`config.mk`:
```
export PLATFORM = sky130hd
export DESIGN_NAME = tc_uart_port_flat
export DESIGN_NICKNAME = d
export VERILOG_FILES = /design/src/rtl/tc_uart_port_if.sv /design/src/rtl/tc_uart_port.sv /design/src/flat_wrapper.sv
export SDC_FILE = /design/constraint.sdc
export NUM_CORES = 1
export LEC_CHECK = 0
export ABC_AREA = 1
export CAP_MARGIN = 20
export CORE_MARGIN = 1
export CORE_UTILIZATION = 57
export DETAILED_ROUTE_END_ITERATION = 10
export PLACE_DENSITY = 0.92
export REMOVE_ABC_BUFFERS = 1
export SLEW_MARGIN = 20
export SYNTH_ARGS = -nofsm -noshare
export SYNTH_HDL_FRONTEND = slang
export SYNTH_SLANG_ARGS = --single-unit
```
`constraint.sdc`:
```
create_clock -name Ph0 -period 3.9 [get_ports Ph0]
set_input_delay 0.39 -clock Ph0 [delete_from_list [all_inputs] [get_ports Ph0]]
set_output_delay 0.39 -clock Ph0 [all_outputs]
set_load 0.005 [all_outputs]
```
`src/rtl/tc_uart_port_if.sv`:
```
`default_nettype none
// ============================================================================
//  Module      : tc_uart_port_if
//  Description : TinyComp I/O bus bundle between the CPU (master) and an
//                I/O responder (slave).
//                  IOaddr    - I/O address, CPU -> device
//                  OutData   - write data, CPU -> device
//                  OutStrobe - Output instruction executing this cycle
//                  InStrobe  - Input instruction executing this cycle
//                  InData    - read data, device -> CPU (combinational)
//                  InRdy     - skip-test status, device -> CPU (combinational)
//  Revision    : 1.0 - initial release
// ============================================================================
interface tc_uart_port_if;
    logic [31:0] IOaddr;
    logic [31:0] OutData;
    logic        OutStrobe;
    logic        InStrobe;
    logic [31:0] InData;
    logic        InRdy;

    modport master (
        output IOaddr, OutData, OutStrobe, InStrobe,
        input  InData, InRdy
    );

    modport slave (
        input  IOaddr, OutData, OutStrobe, InStrobe,
        output InData, InRdy
    );
endinterface
`default_nettype wire

```
`src/rtl/tc_uart_port.sv`:
```
`default_nettype none
// ============================================================================
//  Module      : tc_uart_port
//  Description : 8N1 UART responder on the TinyComp I/O bus. TX and RX FIFOs,
//                programmable bit divisor, sticky error flags. Register reads
//                are combinational within the instruction; all state commits
//                on the Ph0 edge that ends it.
//  Ports       : Ph0      - clock, one CPU instruction per cycle
//                Reset_n  - asynchronous active-low reset
//                bus      - I/O bus, slave side (IOaddr/OutData/strobes in,
//                           InData/InRdy out)
//                txd      - serial out, idle high
//                rxd      - serial in, asynchronous to Ph0
//  Registers   : 0 DATA, 1 STATUS, 2 DIV, 3 CTRL
//  Revision    : 1.0 - initial release
// ============================================================================
module tc_uart_port #(
    parameter logic [27:0] BASE       = 28'h0000001,
    parameter int          FIFO_DEPTH = 4,
    parameter logic [15:0] DIV_RESET  = 16'd434
) (
    input  logic            Ph0,
    input  logic            Reset_n,
    tc_uart_port_if.slave   bus,
    output logic            txd,
    input  logic            rxd
);

    localparam int         AW       = $clog2(FIFO_DEPTH);
    localparam logic [4:0] FULL_CNT = 5'(FIFO_DEPTH);

    typedef enum logic [1:0] {
        S_IDLE  = 2'd0,
        S_START = 2'd1,
        S_DATA  = 2'd2,
        S_STOP  = 2'd3
    } uart_state_t;

    // ---------------------------------------------------------------- decode
    logic       sel;
    logic [3:0] regsel;
    logic       rd_en;
    logic       wr_en;
    logic       unused_bits;

    assign sel    = (bus.IOaddr[31:4] == BASE);
    assign regsel = bus.IOaddr[3:0];
    assign rd_en  = sel && bus.InStrobe;
    // A simultaneous InStrobe wins: the Output half of the access is ignored.
    assign wr_en  = sel && bus.OutStrobe && !bus.InStrobe;
    assign unused_bits = ^bus.OutData[31:16];

    // ------------------------------------------------------- config / flags
    logic [15:0] divisor;
    logic [15:0] eff_div;
    logic [15:0] bit_reload;
    logic [15:0] half_reload;
    logic        rx_overrun;
    logic        rx_frame_err;
    logic        tx_drop;
    logic        flag_clr;

    assign eff_div     = (divisor < 16'd4) ? 16'd4 : divisor;
    assign bit_reload  = eff_div - 16'd1;
    assign half_reload = {1'b0, eff_div[15:1]} - 16'd1;
    assign flag_clr    = wr_en && (regsel == 4'd3) && bus.OutData[0];

    // ---------------------------------------------------------------- FIFOs
    logic [7:0]    tx_mem [FIFO_DEPTH];
    logic [AW-1:0] tx_wptr, tx_rptr;
    logic [4:0]    tx_count;
    logic          tx_full, tx_empty, tx_push, tx_pop, tx_drop_set;

    logic [7:0]    rx_mem [FIFO_DEPTH];
    logic [AW-1:0] rx_wptr, rx_rptr;
    logic [4:0]    rx_count;
    logic          rx_full, rx_empty, rx_push, rx_pop;

    assign tx_full     = (tx_count == FULL_CNT);
    assign tx_empty    = (tx_count == 5'd0);
    assign tx_push     = wr_en && (regsel == 4'd0) && !tx_full;
    assign tx_drop_set = wr_en && (regsel == 4'd0) && tx_full;

    assign rx_full  = (rx_count == FULL_CNT);
    assign rx_empty = (rx_count == 5'd0);
    assign rx_pop   = rd_en && (regsel == 4'd0) && !rx_empty;

    // ---------------------------------------------------------------- TX FSM
    uart_state_t tx_state, tx_state_next;
    logic [15:0] tx_cnt;
    logic [2:0]  tx_bit;
    logic [7:0]  tx_shreg;
    logic        tx_tick, tx_load, tx_shift;

    assign tx_tick = (tx_cnt == 16'd0);

    always_ff @(posedge Ph0 or negedge Reset_n) begin
        if (!Reset_n) tx_state <= S_IDLE;
        else          tx_state <= tx_state_next;
    end

    always_comb begin
        tx_state_next = tx_state;
        tx_pop        = 1'b0;
        tx_load       = 1'b0;
        tx_shift      = 1'b0;
        txd           = 1'b1;
        case (tx_state)
            S_IDLE: begin
                if (!tx_empty) begin
                    tx_pop        = 1'b1;
                    tx_load       = 1'b1;
                    tx_state_next = S_START;
                end
            end
            S_START: begin
                txd = 1'b0;
                if (tx_tick) begin
                    tx_load       = 1'b1;
                    tx_state_next = S_DATA;
                end
            end
            S_DATA: begin
                txd = tx_shreg[0];
                if (tx_tick) begin
                    tx_shift = 1'b1;
                    tx_load  = 1'b1;
                    if (tx_bit == 3'd7) tx_state_next = S_STOP;
                end
            end
            S_STOP: begin
                // Chain straight into the next start bit when more data waits.
                if (tx_tick) begin
                    if (!tx_empty) begin
                        tx_pop        = 1'b1;
                        tx_load       = 1'b1;
                        tx_state_next = S_START;
                    end else begin
                        tx_state_next = S_IDLE;
                    end
                end
            end
            default: tx_state_next = S_IDLE;
        endcase
    end

    always_ff @(posedge Ph0 or negedge Reset_n) begin
        if (!Reset_n) begin
            tx_cnt   <= 16'd0;
            tx_bit   <= 3'd0;
            tx_shreg <= 8'hFF;
        end else begin
            // Reload samples the divisor at each boundary, so a mid-frame
            // divisor write applies from the next bit on.
            if (tx_load)               tx_cnt <= bit_reload;
            else if (tx_cnt != 16'd0)  tx_cnt <= tx_cnt - 16'd1;
            if (tx_pop) begin
                tx_shreg <= tx_mem[tx_rptr];
                tx_bit   <= 3'd0;
            end else if (tx_shift) begin
                tx_shreg <= {1'b1, tx_shreg[7:1]};
                tx_bit   <= tx_bit + 3'd1;
            end
        end
    end

    // ---------------------------------------------------------------- RX FSM
    logic        rx_meta, rx_sync, rx_prev;
    uart_state_t rx_state, rx_state_next;
    logic [15:0] rx_cnt;
    logic [2:0]  rx_bit;
    logic [7:0]  rx_shreg;
    logic        rx_tick, rx_load_half, rx_load_full, rx_sample, rx_stop_sample;
    logic        rx_overrun_set, rx_frame_set;

    assign rx_tick = (rx_cnt == 16'd0);

    always_ff @(posedge Ph0 or negedge Reset_n) begin
        if (!Reset_n) begin
            rx_meta  <= 1'b1;
            rx_sync  <= 1'b1;
            rx_prev  <= 1'b1;
            rx_state <= S_IDLE;
        end else begin
            rx_meta  <= rxd;
            rx_sync  <= rx_meta;
            rx_prev  <= rx_sync;
            rx_state <= rx_state_next;
        end
    end

    always_comb begin
        rx_state_next  = rx_state;
        rx_load_half   = 1'b0;
        rx_load_full   = 1'b0;
        rx_sample      = 1'b0;
        rx_stop_sample = 1'b0;
        case (rx_state)
            S_IDLE: begin
                if (rx_prev && !rx_sync) begin
                    rx_load_half  = 1'b1;
                    rx_state_next = S_START;
                end
            end
            S_START: begin
                // Resample mid start bit; a high line here was a glitch.
                if (rx_tick) begin
                    if (rx_sync) begin
                        rx_state_next = S_IDLE;
                    end else begin
                        rx_load_full  = 1'b1;
                        rx_state_next = S_DATA;
                    end
                end
            end
            S_DATA: begin
                if (rx_tick) begin
                    rx_sample    = 1'b1;
                    rx_load_full = 1'b1;
                    if (rx_bit == 3'd7) rx_state_next = S_STOP;
                end
            end
            S_STOP: begin
                if (rx_tick) begin
                    rx_stop_sample = 1'b1;
                    rx_state_next  = S_IDLE;
                end
            end
            default: rx_state_next = S_IDLE;
        endcase
    end

    // A pop in the same cycle frees a slot, so full+pop still accepts.
    assign rx_push        = rx_stop_sample && rx_sync && (!rx_full || rx_pop);
    assign rx_overrun_set = rx_stop_sample && rx_sync && rx_full && !rx_pop;
    assign rx_frame_set   = rx_stop_sample && !rx_sync;

    always_ff @(posedge Ph0 or negedge Reset_n) begin
        if (!Reset_n) begin
            rx_cnt   <= 16'd0;
            rx_bit   <= 3'd0;
            rx_shreg <= 8'h00;
        end else begin
            if (rx_load_half)          rx_cnt <= half_reload;
            else if (rx_load_full)     rx_cnt <= bit_reload;
            else if (rx_cnt != 16'd0)  rx_cnt <= rx_cnt - 16'd1;
            if (rx_state == S_START) begin
                rx_bit <= 3'd0;
            end else if (rx_sample) begin
                rx_shreg <= {rx_sync, rx_shreg[7:1]};
                rx_bit   <= rx_bit + 3'd1;
            end
        end
    end

    // ------------------------------------------------------- FIFO storage
    always_ff @(posedge Ph0) begin
        if (tx_push) tx_mem[tx_wptr] <= bus.OutData[7:0];
        if (rx_push) rx_mem[rx_wptr] <= rx_shreg;
    end

    always_ff @(posedge Ph0 or negedge Reset_n) begin
        if (!Reset_n) begin
            tx_wptr  <= '0;
            tx_rptr  <= '0;
            tx_count <= 5'd0;
            rx_wptr  <= '0;
            rx_rptr  <= '0;
            rx_count <= 5'd0;
        end else begin
            if (tx_push) tx_wptr <= tx_wptr + AW'(1);
            if (tx_pop)  tx_rptr <= tx_rptr + AW'(1);
            if (tx_push && !tx_pop)      tx_count <= tx_count + 5'd1;
            else if (!tx_push && tx_pop) tx_count <= tx_count - 5'd1;
            if (rx_push) rx_wptr <= rx_wptr + AW'(1);
            if (rx_pop)  rx_rptr <= rx_rptr + AW'(1);
            if (rx_push && !rx_pop)      rx_count <= rx_count + 5'd1;
            else if (!rx_push && rx_pop) rx_count <= rx_count - 5'd1;
        end
    end

    // --------------------------------------------------- config and flags
    always_ff @(posedge Ph0 or negedge Reset_n) begin
        if (!Reset_n) begin
            divisor      <= DIV_RESET;
            rx_overrun   <= 1'b0;
            rx_frame_err <= 1'b0;
            tx_drop      <= 1'b0;
        end else begin
            if (wr_en && (regsel == 4'd2)) divisor <= bus.OutData[15:0];
            // Set wins over a clear in the same cycle.
            rx_overrun   <= rx_overrun_set || (rx_overrun   && !flag_clr);
            rx_frame_err <= rx_frame_set   || (rx_frame_err && !flag_clr);
            tx_drop      <= tx_drop_set    || (tx_drop      && !flag_clr);
        end
    end

    // -------------------------------------------------------- read side
    logic [31:0] rd_data;
    logic        rd_rdy;

    always_comb begin
        rd_data = 32'd0;
        rd_rdy  = 1'b0;
        if (sel) begin
            case (regsel)
                4'd0: begin
                    rd_rdy  = !rx_empty;
                    rd_data = rx_empty ? 32'd0 : {24'd0, rx_mem[rx_rptr]};
                end
                4'd1: begin
                    rd_rdy  = !tx_full;
                    rd_data = {17'd0, tx_drop, rx_frame_err, rx_overrun, tx_full,
                               (tx_empty && (tx_state == S_IDLE)),
                               rx_count, tx_count};
                end
                4'd2: begin
                    rd_rdy  = 1'b1;
                    rd_data = {16'd0, divisor};
                end
                4'd3: begin
                    rd_rdy  = 1'b1;
                end
                default: begin
                    rd_rdy  = 1'b0;
                    rd_data = 32'd0;
                end
            endcase
        end
    end

    assign bus.InData = rd_data;
    assign bus.InRdy  = rd_rdy;

endmodule
`default_nettype wire
```
`src/flat_wrapper.sv`:
```
// flat-port wrapper written by rule: the top's interface ports become plain ports
module tc_uart_port_flat 
#(
    parameter logic [27:0] BASE       = 28'h0000001,
    parameter int          FIFO_DEPTH = 4,
    parameter logic [15:0] DIV_RESET  = 16'd434
)
  (Ph0, Reset_n, txd, rxd, bus_IOaddr, bus_OutData, bus_OutStrobe, bus_InStrobe, bus_InData, bus_InRdy);
  tc_uart_port_if bus_i ();
  input  logic Ph0;
  input  logic Reset_n;
  output logic txd;
  input  logic rxd;
  input wire logic [$bits(bus_i.IOaddr)-1:0] bus_IOaddr;
  input wire logic [$bits(bus_i.OutData)-1:0] bus_OutData;
  input wire logic [$bits(bus_i.OutStrobe)-1:0] bus_OutStrobe;
  input wire logic [$bits(bus_i.InStrobe)-1:0] bus_InStrobe;
  output wire logic [$bits(bus_i.InData)-1:0] bus_InData;
  output wire logic [$bits(bus_i.InRdy)-1:0] bus_InRdy;
  assign bus_i.IOaddr = bus_IOaddr;
  assign bus_i.OutData = bus_OutData;
  assign bus_i.OutStrobe = bus_OutStrobe;
  assign bus_i.InStrobe = bus_InStrobe;
  assign bus_InData = bus_i.InData;
  assign bus_InRdy = bus_i.InRdy;
  tc_uart_port #(.BASE(BASE), .FIFO_DEPTH(FIFO_DEPTH), .DIV_RESET(DIV_RESET)) u_core (.Ph0(Ph0), .Reset_n(Reset_n), .bus(bus_i), .txd(txd), .rxd(rxd));
endmodule
```
==> flow_results.org <==
** Routing
- The first routing iteration left 802 violations.
- Detailed routing inserted a total of 7923 vias.
- DR vias/cell :: 5.79
- Antenna viol nets, final :: 0
- Number of DRC violations after detailed routing :: 0
- Average wire per standard cell :: 16.6 microns
- Number of search-and-repair iterations in the first detailed-routing pass :: 6
- The routed design has 22700 microns of wire.

** Logic synthesis
- Counting flops with an async set or reset pin after synthesis yields a share of 60.5%.
- Number of distinct library cells after synthesis :: 51
- Number of enable-type register cells in the synthesized netlist :: 64
- Synthesis handed over a netlist of 1073 instances.
- Each instance of the synthesized netlist takes up on average 8.54 sq um.
- Yosys Warn Count :: 0
- Fraction of the yosys area taken by sequential cells :: 48.0%
- Most used flip-flop cell after synthesis :: sky130_fd_sc_hd__dfrtp_1
- The synthesized netlist occupies a cell area of 9160 sq um.
- The synthesized design contains 162 register bits.

** Clocking
- Worst-case clock buffer depth :: 2
- TritonCTS Buffers :: 17
- The number of setup buffers added after CTS is 0.
- The number of hold buffers added after CTS was 0.
- Clock tree synthesis selected as its root buffer the cell sky130_fd_sc_hd__clkbuf_16.
- Clk pin slew, worst setup/hold paths :: 70 ps
- TritonCTS built the clock tree.
- Clock sink total :: 162
- The clock tree synthesis step divided the H-tree into 4 levels.
- Worst-Skew Late Latency :: 440 ps
- In this run, post-CTS repair resized a total of 0 instances.

** Outcome
- Result of the run :: finished, final reports clean

** Floorplan
- Core area :: 15400 sq um
- The floorplan has 45 rows.
- Measured along the y axis, the die boundary spans 129 microns.
- I/O pins :: 103
- Die outline area :: 16600 sq um
- Starting density of the core :: 59.4%
- The die is 129 microns wide.

** Layout
- Layout cells sized above 1 :: 9.42%
- Area overhead of the layout relative to synthesis :: 15.4%
- Total Nets Final :: 1251
- Post-route insts no fill :: 1368
- Number of antenna repair diodes :: 0
- Filler Cells Inserted :: 1116

** STA
- Static timing analysis puts the maximum clock frequency at 0.292 GHz.
- For the finished layout, the period the worst path requires is 3430 ps.
- The count of endpoints failing hold in the final timing report came to 0.
- Post-route worst setup slack :: 475 ps
- Setup repair after global routing left no endpoint under its margin.
- In this run the tightest slew margin relative to its limit is 39.2%.
- Total of endpoints with negative setup slack in the final report :: 0
- Final period utilization :: 87.8%
- Worst Tran Pin Value :: 912 ps
- Layout Skew :: 6.46 ps
- The final count of pins violating max slew is 0.
- Setup total negative slack on the finished layout was measured at 0 ps.

** Worst setup path
- Cell chain of the critical path :: inv_1, nor2_1, o32ai_1, a22oi_1, a21oi_1, clkdlybuf4s50_1
- For this run, the slowest stage of the critical path takes 630 ps.
- Critical path endpoint category :: output port
- STA classifies the critical path startpoint as a register.
- Of all nets on the critical path, the largest fanout is 18.
- At the worst endpoint, the required time is 3510 ps.
- Critical Path Slowest Stage Cell :: sky130_fd_sc_hd__dfrtp_1
- Worst endpoint data arrival time :: 3040 ps
- Classification of the worst setup path :: register to output port

** Place
- Post-Place Setup Slack :: 266 ps
- Number of port buffers :: 70
- Count of placed standard cells including taps :: 1336
- Post-DP HPWL :: 15800 microns
- Routability-driven placement finished with a final weighted congestion of 0.966.

** Power and ir drop
- Static leakage :: 4.46 nW
- Worst IR Drop VDD :: 361 uV
- Overall power consumption after layout is estimated at 4.21 mW.
- Power density cells :: 398 nW/um^2

** GRT
- The number of global-route vias before repair came to 7614.
- GR Util met2 :: 48.6%
- Met1 demand-to-capacity share in global routing :: 37.8%
- Entering global routing, the biggest net connects 70 pins.
- Met3 track demand over resource :: 6.49%
- All-layer global routing usage :: 29.5%
- Initial antenna violation count :: 0
- Global routing's busiest layer :: met2
- The first global-routing pass estimated 37400 microns of wire.
- Leftover overflow at the end of global routing :: 0

** Run
- Across the run, the number of max-cap violations was 0.

** Min path
- Hold WC Path Type :: input port to asynchronous set/reset pin
[worst max-delay path: cells and delay by family, from the launching register on]
family | cells | cell delay (ps)
AND/OR/NAND/NOR | 1 | 90
flip-flops | 1 | 630
AO/OA/AOI/OAI | 3 | 820
buffers and inverters | 2 | 1040
[per-layer routing]
| metal | routed length (microns) | vias to the layer above |
|---|---|---|
| met3 | 2030 | 81 |
| met1 | 8840 | 3724 |
| li1 | - | 3673 |
| met2 | 11000 | 445 |
| met4 | 787 | 0 |
| met5 | 0 | - |
[metrics by stage]
step	util, %	hold slack (ps)	instance area, sq um
after global placement	64.7	346	9990
after global routing	68.5	157	10600
after CTS	68.5	112	10600
final	68.5	82.8	10600
after detailed placement	64.7	349	9990
after floorplan	-	94.4	8970
[registers in the layout (all words and copies together), names as in the netlist, 5 cells and up, named ones only]
register,flops
u_core.divisor,16
u_core.rx_cnt,16
u_core.tx_count,5
u_core.tx_cnt,16
u_core.rx_count,5
u_core.tx_shreg,8
u_core.rx_mem,32
u_core.rx_shreg,8
u_core.tx_mem,32
[Yosys cell counts (6+ instances only)]
| library cell | number | share of area, % |
|---|---|---|
| sky130_fd_sc_hd__nand3_1 | 69 | 3.8 |
| sky130_fd_sc_hd__o21ai_0 | 87 | 4.8 |
| sky130_fd_sc_hd__o22ai_1 | 15 | 1.0 |
| sky130_fd_sc_hd__xor2_1 | 23 | 2.2 |
| sky130_fd_sc_hd__dfrtp_1 | 82 | 22 |
| sky130_fd_sc_hd__inv_1 | 139 | 5.7 |
| sky130_fd_sc_hd__nand2_1 | 184 | 7.5 |
| sky130_fd_sc_hd__nor2_1 | 133 | 5.5 |
| sky130_fd_sc_hd__o211ai_1 | 9 | 0.74 |
| sky130_fd_sc_hd__nor3_1 | 10 | 0.55 |
| sky130_fd_sc_hd__clkbuf_1 | 10 | 0.41 |
| sky130_fd_sc_hd__a21oi_1 | 46 | 2.5 |
| sky130_fd_sc_hd__ha_1 | 36 | 4.9 |
| sky130_fd_sc_hd__buf_4 | 18 | 1.5 |
| sky130_fd_sc_hd__buf_2 | 8 | 0.44 |
| sky130_fd_sc_hd__inv_2 | 8 | 0.33 |
| sky130_fd_sc_hd__o32ai_1 | 6 | 0.57 |
| sky130_fd_sc_hd__nand2_2 | 6 | 0.41 |
| sky130_fd_sc_hd__nor4_1 | 10 | 0.68 |
| sky130_fd_sc_hd__o21ai_1 | 16 | 0.87 |
| sky130_fd_sc_hd__edfxtp_1 | 64 | 21 |
| sky130_fd_sc_hd__dfstp_2 | 16 | 4.6 |
| sky130_fd_sc_hd__mux2_2 | 7 | 0.86 |
| sky130_fd_sc_hd__xnor2_1 | 10 | 0.96 |
| sky130_fd_sc_hd__nor2_2 | 9 | 0.61 |
[report_power, final]
part / leakage [nW] / internal [mW] / switching [mW]
clock: 0.285 / 0.859 / 0.796
combinational: 2.53 / 0.253 / 0.372
sequential: 1.65 / 1.86 / 0.0704
total: 4.46 / 2.97 / 1.24
[area by class of cell]
| type | count | area (sq um) | share of cell area, % |
|---|---|---|---|
| tap | 211 | 264 | 2.50 |
| inverter | 148 | 558 | 5.28 |
| timing repair buffer | 77 | 751 | 7.10 |
| clock inverter | 15 | 158 | 1.49 |
| sequential | 162 | 4390 | 41.6 |
| multi-input combinational | 738 | 4020 | 38.0 |
| clock buffer | 17 | 425 | 4.02 |
[cell families after synthesis]
family | Yosys count | share of synthesized area [%]
compound gates | 196 | 12.0
buf+inv | 188 | 8.76
simple gates | 446 | 21.7
flops | 162 | 48.0
other cells | 1 | 0.0409
xor+xnor | 33 | 3.16
mux | 9 | 1.08
fa+ha+maj | 38 | 5.35
[placed cells by master (no fill, tap or decap), drive strengths merged, types with 2 or more instances in the layout]
cell	count
clkbuf	17
nand4	6
fa	2
dfrtp	82
nor2	145
a21o	2
mux2	7
o211ai	11
clkinv	3
nor3	14
dfstp	16
xor2	23
o31ai	2
nand3	73
mux2i	2
a31oi	3
conb	16
o32ai	6
o21ai	103
nor4	10
buf	8
a22oi	4
inv	159
ha	36
clkdlybuf4s50	69
edfxtp	64
or2	4
o22ai	15
xnor2	10
nand2	192
a21oi	46
[path summary, 6_finish.rpt]
kind / start / to / slack, ps / cells after the start
worst max-delay path: u_core.rx_rptr[0] / bus_InData[4] / 470 / 6
worst min-delay path: Reset_n / u_core.tx_bit[1] / 80 / 1
worst max register to register: u_core.rx_cnt[0] / u_core.rx_count[4] / 670 / 17
worst min register to register: u_core.rx_meta / u_core.rx_sync / 360 / 0
max in group asynchronous: Reset_n / u_core.divisor[7] / 2830 / 2
min in group Ph0: rxd / u_core.rx_meta / 350 / 1
No activity file was read; power rests on OpenSTA's default activity.
